--- src/rtl/memory_stage.sv ---
// Memory stage of a five-stage pipeline: captures one instruction from execute,
// performs an optional data-memory access with timeout, and retires to writeback.
module memory_stage #(
  parameter int DMEM_TIMEOUT = 15
) (
  input  logic        clk,
  input  logic        reset,
  input  logic        valid_i,
  input  logic [31:0] instruction_i,
  input  logic [63:0] branch_addr_i,
  input  logic [63:0] alu_result_i,
  input  logic [63:0] store_data_i,
  input  logic        zero_i,
  input  logic        b_i,
  input  logic        bz_i,
  input  logic        bnz_i,
  input  logic        mem_read_i,
  input  logic        mem_write_i,
  input  logic        mem_to_reg_i,
  input  logic        reg_write_i,
  output logic        stall_o,
  output logic        dmem_req_o,
  output logic        dmem_we_o,
  output logic [63:0] dmem_addr_o,
  output logic [63:0] dmem_wdata_o,
  input  logic        dmem_ack_i,
  input  logic [63:0] dmem_rdata_i,
  output logic        pc_src_o,
  output logic [63:0] branch_addr_o,
  output logic        wb_valid_o,
  output logic        wb_reg_write_o,
  output logic [4:0]  wb_reg_o,
  output logic [63:0] wb_data_o,
  output logic        err_o,
  output logic        dbg_state_o
);

  // Handshake: an instruction is taken on a rising edge where valid_i=1 and
  // stall_o=0; while stall_o=1 upstream holds and valid_i is not looked at.

  typedef enum logic {IDLE = 1'b0, WAIT = 1'b1} state_t;

  localparam int CW = (DMEM_TIMEOUT > 1) ? $clog2(DMEM_TIMEOUT) : 1;
  localparam logic [CW-1:0] CNT_LAST = CW'(DMEM_TIMEOUT - 1);

  state_t        state_q, state_d;
  logic [CW-1:0] cnt_q;
  logic [63:0]   addr_q, wdata_q, branch_addr_q, wb_data_q;
  logic [4:0]    rd_q, wb_reg_q;
  logic          we_q, m2r_q, rw_q;
  logic          wb_valid_q, wb_reg_write_q, pc_src_q, err_q;

  logic capture, mem_op, aligned, ack_hit, timeout, taken;
  logic unused_instr;

  assign capture = (state_q == IDLE) && valid_i;
  assign mem_op  = mem_read_i | mem_write_i;
  assign aligned = (alu_result_i[2:0] == 3'b000);
  assign ack_hit = (state_q == WAIT) && dmem_ack_i;
  assign timeout = (state_q == WAIT) && !dmem_ack_i && (cnt_q == CNT_LAST);
  assign taken   = b_i | (bz_i & zero_i) | (bnz_i & ~zero_i);
  assign unused_instr = ^instruction_i[31:5];

  always_ff @(posedge clk or posedge reset) begin
    if (reset) state_q <= IDLE;
    else       state_q <= state_d;
  end

  always_comb begin
    state_d = state_q;
    case (state_q)
      IDLE:    if (capture && mem_op && aligned) state_d = WAIT;
      WAIT:    if (ack_hit || timeout)           state_d = IDLE;
      default: state_d = IDLE;
    endcase
  end

  always_comb begin
    stall_o     = (state_q == WAIT);
    dmem_req_o  = (state_q == WAIT);
    dmem_we_o   = (state_q == WAIT) && we_q;
    dbg_state_o = state_q;
  end

  always_ff @(posedge clk or posedge reset) begin
    if (reset) begin
      cnt_q          <= '0;
      addr_q         <= '0;
      wdata_q        <= '0;
      branch_addr_q  <= '0;
      wb_data_q      <= '0;
      rd_q           <= '0;
      wb_reg_q       <= '0;
      we_q           <= 1'b0;
      m2r_q          <= 1'b0;
      rw_q           <= 1'b0;
      wb_valid_q     <= 1'b0;
      wb_reg_write_q <= 1'b0;
      pc_src_q       <= 1'b0;
      err_q          <= 1'b0;
    end else begin
      wb_valid_q     <= 1'b0;
      wb_reg_write_q <= 1'b0;
      pc_src_q       <= 1'b0;
      if (state_q == WAIT) cnt_q <= cnt_q + CW'(1);
      if (capture) begin
        cnt_q         <= '0;
        addr_q        <= alu_result_i;
        wdata_q       <= store_data_i;
        branch_addr_q <= branch_addr_i;
        rd_q          <= instruction_i[4:0];
        we_q          <= mem_write_i;
        m2r_q         <= mem_to_reg_i;
        rw_q          <= reg_write_i;
        if (!mem_op) begin
          wb_valid_q     <= 1'b1;
          wb_reg_q       <= instruction_i[4:0];
          wb_data_q      <= alu_result_i;
          wb_reg_write_q <= reg_write_i && (instruction_i[4:0] != 5'd31);
          pc_src_q       <= taken;
        end else if (!aligned) begin
          // Misaligned access is refused outright and retired without a write.
          err_q      <= 1'b1;
          wb_valid_q <= 1'b1;
          wb_reg_q   <= instruction_i[4:0];
          wb_data_q  <= mem_to_reg_i ? 64'd0 : alu_result_i;
        end
      end
      if (ack_hit) begin
        wb_valid_q     <= 1'b1;
        wb_reg_q       <= rd_q;
        wb_data_q      <= m2r_q ? dmem_rdata_i : addr_q;
        wb_reg_write_q <= rw_q && !we_q && (rd_q != 5'd31);
      end else if (timeout) begin
        err_q      <= 1'b1;
        wb_valid_q <= 1'b1;
        wb_reg_q   <= rd_q;
        wb_data_q  <= '0;
      end
    end
  end

  assign dmem_addr_o    = addr_q;
  assign dmem_wdata_o   = wdata_q;
  assign branch_addr_o  = branch_addr_q;
  assign pc_src_o       = pc_src_q;
  assign wb_valid_o     = wb_valid_q;
  assign wb_reg_write_o = wb_reg_write_q;
  assign wb_reg_o       = wb_reg_q;
  assign wb_data_o      = wb_data_q;
  assign err_o          = err_q;

endmodule

--- config.mk ---
export PLATFORM = sky130hd
export DESIGN_NAME = memory_stage
export DESIGN_NICKNAME = d
export VERILOG_FILES = /design/src/rtl/memory_stage.sv
export SDC_FILE = /design/constraint.sdc
export NUM_CORES = 1
export LEC_CHECK = 0
export CAP_MARGIN = 10
export CORE_AREA = 2 2 220 222
export DETAILED_ROUTE_END_ITERATION = 6
export DIE_AREA = 0 0 222 224
export PLACE_DENSITY_LB_ADDON = 0.1
export SLEW_MARGIN = 40
export SYNTH_ARGS = -nofsm -noshare
export SYNTH_HDL_FRONTEND = slang
export SYNTH_SLANG_ARGS = --single-unit
--- constraint.sdc ---
create_clock -name clk -period 10.3 [get_ports clk]
set_input_delay 1.03 -clock clk [delete_from_list [all_inputs] [get_ports clk]]
set_output_delay 1.03 -clock clk [all_outputs]
set_load 0.02 [all_outputs]
== Word level (Yosys, flattened, before mapping) ==
Index checks and enable logic that the tools add are counted.

* Register bits: 278
* Word-level logic and storage cells: 76

* Add/subtract/negate cells: 1
* Equal/unequal tests: 4
* Multiplexer cells: 32
* Bitwise logic cells: 7
* Reductions and logical operators: 17

{| class="wikitable"
|+ Operator list
! cell !! number
|-
| two-way mux 64 bit || 7
|-
| two-way mux 5 bit || 5
|-
| two-way mux 1 bit || 17
|-
| logical AND 1 bit || 10
|-
| != test 5 bit, second input constant || 2
|-
| two-way mux 4 bit || 2
|-
| adder 4 x 1 -> 4 bit, second input constant || 1
|-
| equality test 4 bit, second input constant || 1
|-
| != test 4 x 2 -> 1 bit, second input constant || 1
|-
| logical NOT 3 bit || 1
|-
| bitwise OR 1 bit || 3
|-
| nonzero test 3 bit || 1
|-
| bitwise AND 1 bit || 2
|-
| logical NOT 1 bit || 2
|-
| inverter 1 bit || 2
|-
| case mux 1 bit (2 select lines) || 1
|-
| AND reduction 2 bit || 1
|-
| nonzero test 2 bit || 1
|-
| logical OR 1 bit || 1
|}

== Longest topological paths before layout ==
* Word-level depth: 6
* Gate-level depth with buffers: 8
* Gate-level depth less buffers: 6

== Least setup slack after synthesis ==
No wires, ideal clock.

* Path kind: input to register
* Start: in alu_result_i[2]
* End: reg wb_data_q[0] (netlist: wb_data_o[0])
* Data arrival time: 2191 ps
* Data required time: 10175 ps
* Path slack: 7984 ps
* Stages: 5
* Buffers on the path: 1
* Cell sequence: or3_4 o21ai_4 nand2_8 buf_12 mux2_4

* Longest elaborated chain between the ends: 3

{| class="wikitable"
|+ RTL lines
! item !! line !! source
|-
| from (decl) || 11 || <nowiki>input logic [63:0] alu_result_i,</nowiki>
|-
| logical NOT 3 bit || 58 || <nowiki>assign aligned = (alu_result_i[2:0] == 3'b000);</nowiki>
|-
| != test 4 x 2 -> 1 bit (no line) || n/a ||
|-
| AND reduction 2 bit (no line) || n/a ||
|-
| to (signal assigned) || 118 || <nowiki>wb_data_q <= alu_result_i;</nowiki>
|-
| to (signal assigned) || 126 || <nowiki>wb_data_q <= mem_to_reg_i ? 64'd0 : alu_result_i;</nowiki>
|-
| to (signal assigned) || 132 || <nowiki>wb_data_q <= m2r_q ? dmem_rdata_i : addr_q;</nowiki>
|-
| to (decl) || 48 || <nowiki>logic [63:0] addr_q, wdata_q, branch_addr_q, wb_data_q;</nowiki>
|}

No other way between the ends.
A chain may end at the register's enable or synchronous reset.

== Worst setup path in the final report ==
* Start: reg state_q (netlist: dbg_state_o)
* End: out dmem_we_o

* Longest elaborated chain between the ends: 1

{| class="wikitable"
|+ RTL lines
! item !! line !! source
|-
| from (decl) || 46 || <nowiki>state_t state_q, state_d;</nowiki>
|-
| from (signal assigned) || 66 || <nowiki>else state_q <= state_d;</nowiki>
|-
| logical AND 1 bit || 81 || <nowiki>dmem_we_o = (state_q == WAIT) && we_q;</nowiki>
|-
| to (decl) || 23 || <nowiki>output logic dmem_we_o,</nowiki>
|}

No other way between the ends.

==> run_results.csv <==
group,metric,value,unit
power,leakage,9.00,nW
global_routing,antenna_found_initial,8,
power,pwr-share-seq,38.0,%
synth,yosysWarnings,0,
power,p_int,2.44,mW
setup_path,cp_max_fo,12,
job,max_cap_viol_count,0,
final_layout,multi_input_area,0.00486,mm²
power,power.density,180,mW/mm²
floorplan,die_area,0.0497,mm²
final_layout,n_fill_cell,4671,
timing,finClkSkew,0.00846,ns
clock_tree,cts_sinks,278,
floorplan,start_util,25.9,%
synth,synth_area_leaders,"dfrtp_1, nand2_1, mux2_4, mux2i_1, o2bb2ai_1",
final_layout,area_delta_synth_final,57.7,%
global_routing,grt_pass1_wl,68800,µm
setup_path,setup.worst_path.end_class,"output pin",
synth,avgSynthCellArea,10.2,µm²
timing,tightest_slew,0.803,ns
timing,hold_viol_final,0,
clock_tree,clockBufferDepth,3,
clock_tree,htreeDepth,2,
floorplan,dieWidth,222,µm
timing,finalCriticalPeriod,3.22,ns
detailed_routing,drc,0,
synth,ys_ff_latch,278,
timing,max_freq,310,MHz
synth,synth_top_area_share,56.7,%
outcome,run_status,"completed",
placed_design,hpwl,31500,µm
timing,finalCritPeriodShare,31.3,%
timing,setup_viol_count_final,0,
floorplan,core_area,0.0473,mm²
global_routing,grt_pass1_vias,10500,
placed_design,globalplace.congestion,0.759,
global_routing,grt_max_degree,81,
min_path,hp-class,"reg -> reg",
global_routing,track_usage,18.2,%
timing,rsz0062_at_grt,"no",
power,p_sw_share,29.8,%
floorplan,fp-row-count,80,
clock_tree,root_buffer,"clkbuf_16",
synth,syn_nets,1504,
setup_path,cp.arrival,2.19,ns
power,total_power,3.48,mW
synth,synth-seq-area-share,56.7,%
detailed_routing,routedWlPerCell,19.5,µm
synth,synth_cells,1202,
setup_path,criticalPathCategory,"reg -> out",
power,max-vdd-ir-drop,0.0000978,V
final_layout,drive_gt1_share,8.57,%
setup_path,startpoint_type,"flip-flop",
detailed_routing,drtPass1Iterations,5,
timing,maxSlewViolCount,0,
placed_design,portBuffers,541,
final_layout,seqCellArea,0.00696,mm²
detailed_routing,drtIter0Drc,468,
clock_tree,cts_setup_buffers,0,
clock_tree,tritoncts,"done",
clock_tree,cts.reportedPaths.clkPinSlew,0.06,ns
final_layout,nets,2019,
floorplan,die-height,224,µm
power,clkPwrFrac,35.6,%
synth,synth.distinct_cells,34,
power,p_sw,1.04,mW
setup_path,required,9.27,ns
global_routing,gr-total-overflow,0,
timing,relSlewSlack,46.5,%
clock_tree,clk_latency,0.53,ns
detailed_routing,wl,46000,µm
clock_tree,numCtsBuffers,36,
timing,setup_tns,0,ns
power,power_frac_comb,26.4,%
synth,synth_area,0.0123,mm²
detailed_routing,viasPerCell,4.35,
clock_tree,cts_hold_buffers,0,
detailed_routing,drtAntennaViolNets,0,
synth,synth_area_leader_cell,"dfrtp_1",
clock_tree,ctsResizeCount,0,
floorplan,ioPinCount,569,
detailed_routing,num_vias,10300,
cell usage in the layout (no fill, tap or decap), drive strengths merged, types with 2 or more instances in the layout:
| cell type | netlist | routed |
|---|---|---|
| mux2i | 64 | 64 |
| clkdlybuf4s50 | 0 | 541 |
| nand4 | 2 | 2 |
| diode | 0 | 2 |
| nand2 | 605 | 605 |
| clkbuf | 34 | 54 |
| clkinv | 0 | 4 |
| nand2b | 2 | 2 |
| ha | 2 | 2 |
| mux2 | 74 | 74 |
| inv | 4 | 4 |
| buf | 42 | 12 |
| nor2 | 4 | 4 |
| and3 | 3 | 3 |
| o21ai | 7 | 7 |
| nand3 | 4 | 4 |
| dfrtp | 278 | 278 |
| o2bb2ai | 64 | 64 |
| o22ai | 2 | 2 |
final timing paths:
check                                         end  slack, ns               from  cells after the start
worst max-delay path                    dmem_we_o       7.08        dbg_state_o                      2
worst min-delay path            branch_addr_o[63]       0.47  branch_addr_o[63]                      2
worst max register to register      wb_data_o[22]       7.67        dbg_state_o                      5
worst min register to register  branch_addr_o[63]       0.47  branch_addr_o[63]                      2
max in group asynchronous                   m2r_q       7.64              reset                      4
min in group asynchronous       branch_addr_o[55]       0.98              reset                      2
kinds of logic (layout without fill, tap and decap cells):
logic type | count (synthesis) | in the layout | synth area share, %
other cells | 0 | 2 | 0
buf+inv | 80 | 617 | 3.80
fa+ha+maj | 2 | 2 | 0.204
compound gates | 77 | 77 | 5.39
mux | 138 | 138 | 14.1
simple gates | 625 | 625 | 19.6
xor+xnor | 2 | 2 | 0.143
flops | 278 | 278 | 56.7
cell usage after synthesis:
master	instances
xor2_1	1
nand4_1	2
ha_1	2
nor4_1	1
nor2_1	4
mux2_4	69
o41ai_1	1
o21ai_4	2
buf_2	20
nor2b_1	1
o22ai_1	2
and2_1	1
mux2i_1	64
buf_12	7
nand2_1	604
xnor2_1	1
a21oi_1	1
buf_6	2
o21ai_0	5
o2bb2ai_1	64
a211oi_1	1
and3_1	3
dfrtp_1	278
nand3_1	4
inv_1	4
buf_4	3
o32ai_1	1
and2b_1	1
mux2_2	5
or3_4	1
nand2b_1	2
clkbuf_1	34
buf_1	10
nand2_8	1
power by group through the flow:
stage	Sequential, mW	Clock [mW]	Combinational, mW
CTS	1.32	1.29	0.934
global placement	1.34	0	0.930
global route	1.34	1.33	0.981
detailed placement	1.34	0	0.932
floorplan	1.49	0	0.292
finish	1.32	1.24	0.918
final cells by class:
| cell class | count | area share (%) |
|---|---|---|
| Clock buffer | 54 | 5.64 |
| Inverter | 4 | 0.116 |
| Sequential cell | 278 | 36.0 |
| Antenna cell | 2 | 0.0259 |
| Clock inverter | 6 | 0.298 |
| Tap cell | 615 | 3.98 |
| Multi-Input combinational cell | 844 | 25.1 |
| Timing Repair Buffer | 553 | 28.8 |
through the flow:
step	area (µm²)	cells	utilization, %	setup slack, ns	hold slack, ns
floorplan	12300	1202	-	1.60	0.446
global placement	18100	2292	38.2	6.21	0.456
detailed placement	18200	2294	38.4	6.73	0.461
CTS	19300	2354	40.8	7.01	0.475
global route	19300	2355	40.8	6.99	0.492
finish	19300	2356	40.8	7.08	0.469
per-layer routing:
metal | part of all wire (%) | vias to the layer above | GRT usage [%]
met5 | 0.14 | - | 0
met4 | 2.1 | 10 | 5.45
met3 | 9.4 | 66 | 7.53
met2 | 46 | 352 | 29.2
met1 | 42 | 4898 | 22.3
li1 | - | 4924 | -
worst max-delay path: stages, from the launching register on:
cell and delay, ns:
dfrtp_1 0.71, and2_1 0.21, clkdlybuf4s50_1 0.74
state kept, by name, summed over array words and instances (netlist names), 4 cells and up:
signal         flops
wb_reg_o           5
branch_addr_o     64
dmem_wdata_o      64
rd_q               5
cnt_q              4
wb_data_o         64
dmem_addr_o       64
(Power assumes the default switching activity.)
